===== src/rtl/pad_io_adapter.sv =====
// pad_io_adapter
//   Bridges narrow chip pads and the wide core datapath.
//   Input side: collects BEATS = CORE_W/PAD_W contiguous pad beats (LS slice
//   first) into one core word, with size/action sideband taken from beat 0.
//   Output side: core results go into a small FIFO and are shifted out
//   LS slice first, back-to-back when more words are waiting.
// Ports
//   clk, rst                          clock, synchronous active-high reset
//   pad_in_valid/data, pad_size/action  input beats and sideband
//   core_in_valid/data/size/action    assembled word (one-cycle pulse)
//   core_out_valid/data, core_out_ready  core result push into FIFO
//   pad_out_valid/data, pad_oen       output beats and pad drive enable
//   err_frame, err_ovf                sticky truncation / overflow flags
module pad_io_adapter #(
   parameter int CORE_W     = 32,
   parameter int PAD_W      = 8,
   parameter int SIZE_W     = 2,
   parameter int ACT_W      = 3,
   parameter int OBUF_DEPTH = 4
) (
   input  logic              clk,
   input  logic              rst,
   input  logic              pad_in_valid,
   input  logic [PAD_W-1:0]  pad_in_data,
   input  logic [SIZE_W-1:0] pad_size,
   input  logic [ACT_W-1:0]  pad_action,
   output logic              core_in_valid,
   output logic [CORE_W-1:0] core_in_data,
   output logic [SIZE_W-1:0] core_size,
   output logic [ACT_W-1:0]  core_action,
   input  logic              core_out_valid,
   input  logic [CORE_W-1:0] core_out_data,
   output logic              core_out_ready,
   output logic              pad_out_valid,
   output logic [PAD_W-1:0]  pad_out_data,
   output logic              pad_oen,
   output logic              err_frame,
   output logic              err_ovf
);
   localparam int BEATS = CORE_W / PAD_W;
   localparam int BCW   = (BEATS > 1) ? $clog2(BEATS) : 1;
   localparam int PW    = $clog2(OBUF_DEPTH);
   localparam int OCW   = PW + 1;
   localparam logic [BCW-1:0] LAST = BCW'(BEATS - 1);
   localparam logic [OCW-1:0] FULL = OCW'(OBUF_DEPTH);

   // ---------------- deserialiser ----------------
   logic [BCW-1:0]    in_cnt;
   logic [CORE_W-1:0] asm_q, asm_d;
   logic [SIZE_W-1:0] size_q;
   logic [ACT_W-1:0]  act_q;

   // Word including the beat on the pins now, so the final beat can be
   // published in the same edge it is sampled.
   always_comb begin
      asm_d = asm_q;
      asm_d[int'(in_cnt)*PAD_W +: PAD_W] = pad_in_data;
   end

   always_ff @(posedge clk) begin
      if (rst) begin
         in_cnt        <= '0;
         asm_q         <= '0;
         size_q        <= '0;
         act_q         <= '0;
         core_in_valid <= 1'b0;
         core_in_data  <= '0;
         core_size     <= '0;
         core_action   <= '0;
         err_frame     <= 1'b0;
      end else begin
         core_in_valid <= 1'b0;
         if (pad_in_valid) begin
            asm_q <= asm_d;
            if (in_cnt == '0) begin
               size_q <= pad_size;
               act_q  <= pad_action;
            end
            if (in_cnt == LAST) begin
               in_cnt        <= '0;
               core_in_valid <= 1'b1;
               core_in_data  <= asm_d;
               // single-beat words take sideband straight from the pins
               core_size     <= (in_cnt == '0) ? pad_size   : size_q;
               core_action   <= (in_cnt == '0) ? pad_action : act_q;
            end else begin
               in_cnt <= in_cnt + 1'b1;
            end
         end else if (in_cnt != '0) begin
            // gap inside a word: drop the partial word
            in_cnt    <= '0;
            err_frame <= 1'b1;
         end
      end
   end

   // ---------------- output FIFO ----------------
   typedef enum logic {IDLE, SHIFT} state_t;
   state_t            state;
   logic [BCW-1:0]    out_cnt;
   logic [CORE_W-1:0] sreg;
   logic [CORE_W-1:0] mem [OBUF_DEPTH];
   logic [PW-1:0]     wr_ptr, rd_ptr;
   logic [OCW-1:0]    occ, occ_d;
   logic              push, pop;

   assign push = core_out_valid & core_out_ready;
   // serialiser takes a word when idle or while emitting the last beat
   assign pop  = (occ != '0) && ((state == IDLE) || (out_cnt == LAST));

   always_comb begin
      occ_d = occ;
      if (push && !pop)      occ_d = occ + 1'b1;
      else if (pop && !push) occ_d = occ - 1'b1;
   end

   always_ff @(posedge clk) begin
      if (push) mem[wr_ptr] <= core_out_data;
   end

   always_ff @(posedge clk) begin
      if (rst) begin
         wr_ptr         <= '0;
         rd_ptr         <= '0;
         occ            <= '0;
         core_out_ready <= 1'b0;
         err_ovf        <= 1'b0;
      end else begin
         if (push) wr_ptr <= wr_ptr + 1'b1;
         if (pop)  rd_ptr <= rd_ptr + 1'b1;
         occ            <= occ_d;
         core_out_ready <= (occ_d < FULL);
         if (core_out_valid && !core_out_ready) err_ovf <= 1'b1;
      end
   end

   // ---------------- serialiser ----------------
   always_ff @(posedge clk) begin
      if (rst) begin
         state         <= IDLE;
         out_cnt       <= '0;
         sreg          <= '0;
         pad_out_valid <= 1'b0;
         pad_out_data  <= '0;
         pad_oen       <= 1'b0;
      end else begin
         case (state)
            IDLE: begin
               pad_out_valid <= 1'b0;
               pad_out_data  <= '0;
               pad_oen       <= 1'b0;
               if (pop) begin
                  sreg    <= mem[rd_ptr];
                  out_cnt <= '0;
                  state   <= SHIFT;
               end
            end
            SHIFT: begin
               pad_out_valid <= 1'b1;
               pad_out_data  <= sreg[int'(out_cnt)*PAD_W +: PAD_W];
               pad_oen       <= 1'b1;
               if (out_cnt == LAST) begin
                  out_cnt <= '0;
                  if (pop) sreg  <= mem[rd_ptr];
                  else     state <= IDLE;
               end else begin
                  out_cnt <= out_cnt + 1'b1;
               end
            end
            default: state <= IDLE;
         endcase
      end
   end
endmodule


===== config.mk =====
export PLATFORM = sky130hd
export DESIGN_NAME = pad_io_adapter
export DESIGN_NICKNAME = d
export VERILOG_FILES = /design/src/rtl/pad_io_adapter.sv
export SDC_FILE = /design/constraint.sdc
export NUM_CORES = 1
export LEC_CHECK = 0
export CELL_PAD_IN_SITES_DETAIL_PLACEMENT = 2
export CELL_PAD_IN_SITES_GLOBAL_PLACEMENT = 2
export CORE_MARGIN = 5
export CORE_UTILIZATION = 43
export DETAILED_ROUTE_END_ITERATION = 12
export PLACE_DENSITY = 0.81
export SYNTH_ARGS = -nofsm -noshare
export SYNTH_HDL_FRONTEND = slang
export SYNTH_SLANG_ARGS = --single-unit

===== constraint.sdc =====
create_clock -name clk -period 3.2 [get_ports clk]
set_input_delay 0.32 -clock clk [delete_from_list [all_inputs] [get_ports clk]]
set_output_delay 0.32 -clock clk [all_outputs]
set_load 0.02 [all_outputs]

==> flow_metrics.env <==
export IMPL_status="complete, no violations"
export IMPL_drt_iter0_markers=434
export IMPL_dieArea_sq_um=25600
export IMPL_postSynth_topFlopCell="sky130_fd_sc_hd__edfxtp_1"
export IMPL_crit_path_max_incr_delay_ns=0.78
export IMPL_worst_slew_pin_slew_ns=0.844
export IMPL_cts_made_buffers=27
export IMPL_synth_avg_cell_area_sq_um=14.3
export IMPL_dr_vias_cell=5.90
export IMPL_min_delay_path_class="in2reg"
export IMPL_clock_pin_slew_worst_setup_and_hold_paths_ns=0.06
export IMPL_clk_insertion_delay_late_ns=0.54
export IMPL_wl_mm=28.4
export IMPL_yosysWarningCount=0
export IMPL_clock_sinks=253
export IMPL_port_buffers=99
export IMPL_number_of_inserted_filler_cells_in_the_final_layout=1974
export IMPL_placementRows=54
export IMPL_via_count=6324
export IMPL_globalRouteTotalUtil=0.221
export IMPL_skew_ns=0.0129
export IMPL_critical_path_buffers_and_inverters=1
export IMPL_finalHoldWorstSlack_ns=0.369
export IMPL_grt_first_pass_wirelength_mm=44.3
export IMPL_remaining_drc_errors=0
export IMPL_max_freq_ghz=0.349
export IMPL_peakVddDrop_uv=518
export IMPL_antennaDiodeCount=0
export IMPL_final_core_utilization=0.533
export IMPL_min_period_over_period=0.896
export IMPL_layout_drive_gt1_share=0.130
export IMPL_most_common_layout_cells="128 x sky130_fd_sc_hd__edfxtp_1, 124 x sky130_fd_sc_hd__dfxtp_1, 98 x sky130_fd_sc_hd__clkdlybuf4s50_1"
export IMPL_cts_tree="yes"
export IMPL_worst_setup_path_start_kind="flip-flop"
export IMPL_areaGrowthSynthToFinish_pct=20.9
export IMPL_synth_net_count=739
export IMPL_grt_max_degree=49
export IMPL_synthDominantCellAreaShare=0.397
export IMPL_core_area_sq_um=22000
export IMPL_cp_arrival_ns=3.31
export IMPL_critical_path_slowest_cell="sky130_fd_sc_hd__nor4bb_2"
export IMPL_yosys_area_top_type="sky130_fd_sc_hd__edfxtp_1"
export IMPL_post_cts_hold_buffer_count=0
export IMPL_static_leakage_power_nw=4.02
export IMPL_place_gp_congestion=0.762
export IMPL_postSynthRegisterBits=253
export IMPL_via_count_of_the_first_global_routing_pass=7169
export IMPL_ys_async_sr_fraction=0
export IMPL_die_h_um=160
export IMPL_synth_seq_area_share=0.656
export IMPL_critical_path_max_fanout=11
export IMPL_setup_worst_path_end_class="flip-flop"
export IMPL_cts_htree_levels=1
export IMPL_timing_critical_path_max_delay_family="simple AND/OR/NAND/NOR gates"
export IMPL_normalized_max_slew_margin=0.429
export IMPL_path_class="reg2reg"
export IMPL_place_detailed_hpwl_mm=17.1
export IMPL_cap_viol_max_count=0
export IMPL_setup_tns_after_final_layout_ns=0
export IMPL_start_util=0.441
export IMPL_ioPinCount=100
export IMPL_num_nets_final=834
export IMPL_crit_required_ns=3.64
export IMPL_drt_pass1_iter_count=5
export IMPL_die_x_um=160
export IMPL_sequence_of_cells_on_the_critical_path="clkinv_1, ha_1, nor4bb_2, a221oi_1, nor3_1"
export IMPL_number_of_buffers_on_the_longest_clock_path=3
export IMPL_post_synth_inst_count=675
export IMPL_finalCriticalPeriod_ns=2.87
export IMPL_rsz0062_at_grt="no"
export IMPL_antenna_left=0
export IMPL_grt_antenna_before_repair=0
export IMPL_power_density_nw_per_um2=744
export IMPL_fin_total_pwr_w=0.00871
export IMPL_synth_area_sq_um=9680
export IMPL_setup_violations_final=0
export IMPL_finalMaxSlewViolations=0
export IMPL_post_drt_wl_per_cell_um=26.5
export IMPL_clockRootBuffer="sky130_fd_sc_hd__clkbuf_16"
export IMPL_finalHoldViolCount=0
export IMPL_ys_types=44
export IMPL_synth_edff_count=128
export IMPL_layout_cells_most_common="sky130_fd_sc_hd__edfxtp_1"
export IMPL_globalRoute_totalOverflow=0
export IMPL_netlist_top_cells_area="sky130_fd_sc_hd__edfxtp_1 40%, sky130_fd_sc_hd__dfxtp_1 26%, sky130_fd_sc_hd__mux4_2 9.3%"
layout make-up:
class,instances,area (sq um),area share
flip-flops and latches,253,6350,0.542
multi-input cells,361,3000,0.256
repair buffers,114,1100,0.0939
clock buffers,45,830,0.0709
well taps,280,350,0.0299
inverters,13,48.8,0.00417
clock inverters,5,28.8,0.00246
flip-flops by register name (all words and copies together) (netlist names), 2 cells and up, named ones only:
register      flops
core_in_data     32
sreg             32
out_cnt           2
pad_out_data      8
mem             128
core_action       3
wr_ptr            2
rd_ptr            2
size_q            2
in_cnt            2
occ               2
core_size         2
asm_q            24
act_q             3
timing repair:
action / in CTS / in global routing
setup buffers: 0 / 0
resized for setup: 0 / 1
endpoints found under the setup margin: 0 / 8
Yosys cell counts, types with 10 or more instances:
master and number:
sky130_fd_sc_hd__edfxtp_1 128, sky130_fd_sc_hd__a221oi_1 12, sky130_fd_sc_hd__nor2_1 63, sky130_fd_sc_hd__a211oi_1 11
sky130_fd_sc_hd__nand2_1 21, sky130_fd_sc_hd__nand3_1 15, sky130_fd_sc_hd__nor3_1 20, sky130_fd_sc_hd__a22o_1 32
sky130_fd_sc_hd__nor2b_1 20, sky130_fd_sc_hd__inv_1 12, sky130_fd_sc_hd__mux4_2 40, sky130_fd_sc_hd__ha_1 15
sky130_fd_sc_hd__a32oi_1 24, sky130_fd_sc_hd__a21oi_1 26, sky130_fd_sc_hd__buf_2 23, sky130_fd_sc_hd__dfxtp_1 125
sky130_fd_sc_hd__clkbuf_1 10
logic make-up after synthesis:
group	count (synthesis)	share of synthesized area
xor+xnor	1	0.000905
buf+inv	61	0.0356
mux	45	0.0983
simple gates	176	0.0923
compound gates	124	0.0977
fa+ha+maj	15	0.0194
flops	253	0.656
stage by stage:
stage	setup WS, ns	instances	cell area, sq um
5_1_grt	0.0920	1071	11700
6_report	0.332	1071	11700
3_3_place_gp	0.404	1021	10800
2_1_floorplan	1.18	675	9680
3_5_place_dp	0.0293	1021	10800
4_1_cts	0.0186	1071	11700
power breakdown:
| part | leakage (nW) | switching (W) | internal, W |
|---|---|---|---|
| logic | 1.41 | 0.000939 | 0.000760 |
| clock network | 0.432 | 0.00127 | 0.00176 |
| registers | 2.18 | 0.000211 | 0.00377 |
routing by layer:
layer  part of all wire  vias up  GRT usage
met3              0.039       54     0.0299
met2               0.51      168      0.388
met4              0.027        0     0.0626
li1                   -     2781          -
met1               0.42     3321      0.288
met5                  0        -          0
worst paths after layout:
path / startpoint / endpoint / slack, ns / cells past startpoint
max: in_cnt[0]$_SDFFE_PP0P_ / core_in_data[5]$_SDFFE_PP0P_ / 0.33 / 5
min: rst / err_ovf$_SDFFE_PP0P_ / 0.37 / 2
max reg2reg: in_cnt[0]$_SDFFE_PP0P_ / core_in_data[5]$_SDFFE_PP0P_ / 0.33 / 5
min reg2reg: core_in_data[25]$_SDFFE_PP0P_ / core_in_data[25]$_SDFFE_PP0P_ / 0.47 / 2
No activity file was read; power rests on OpenSTA's default activity.
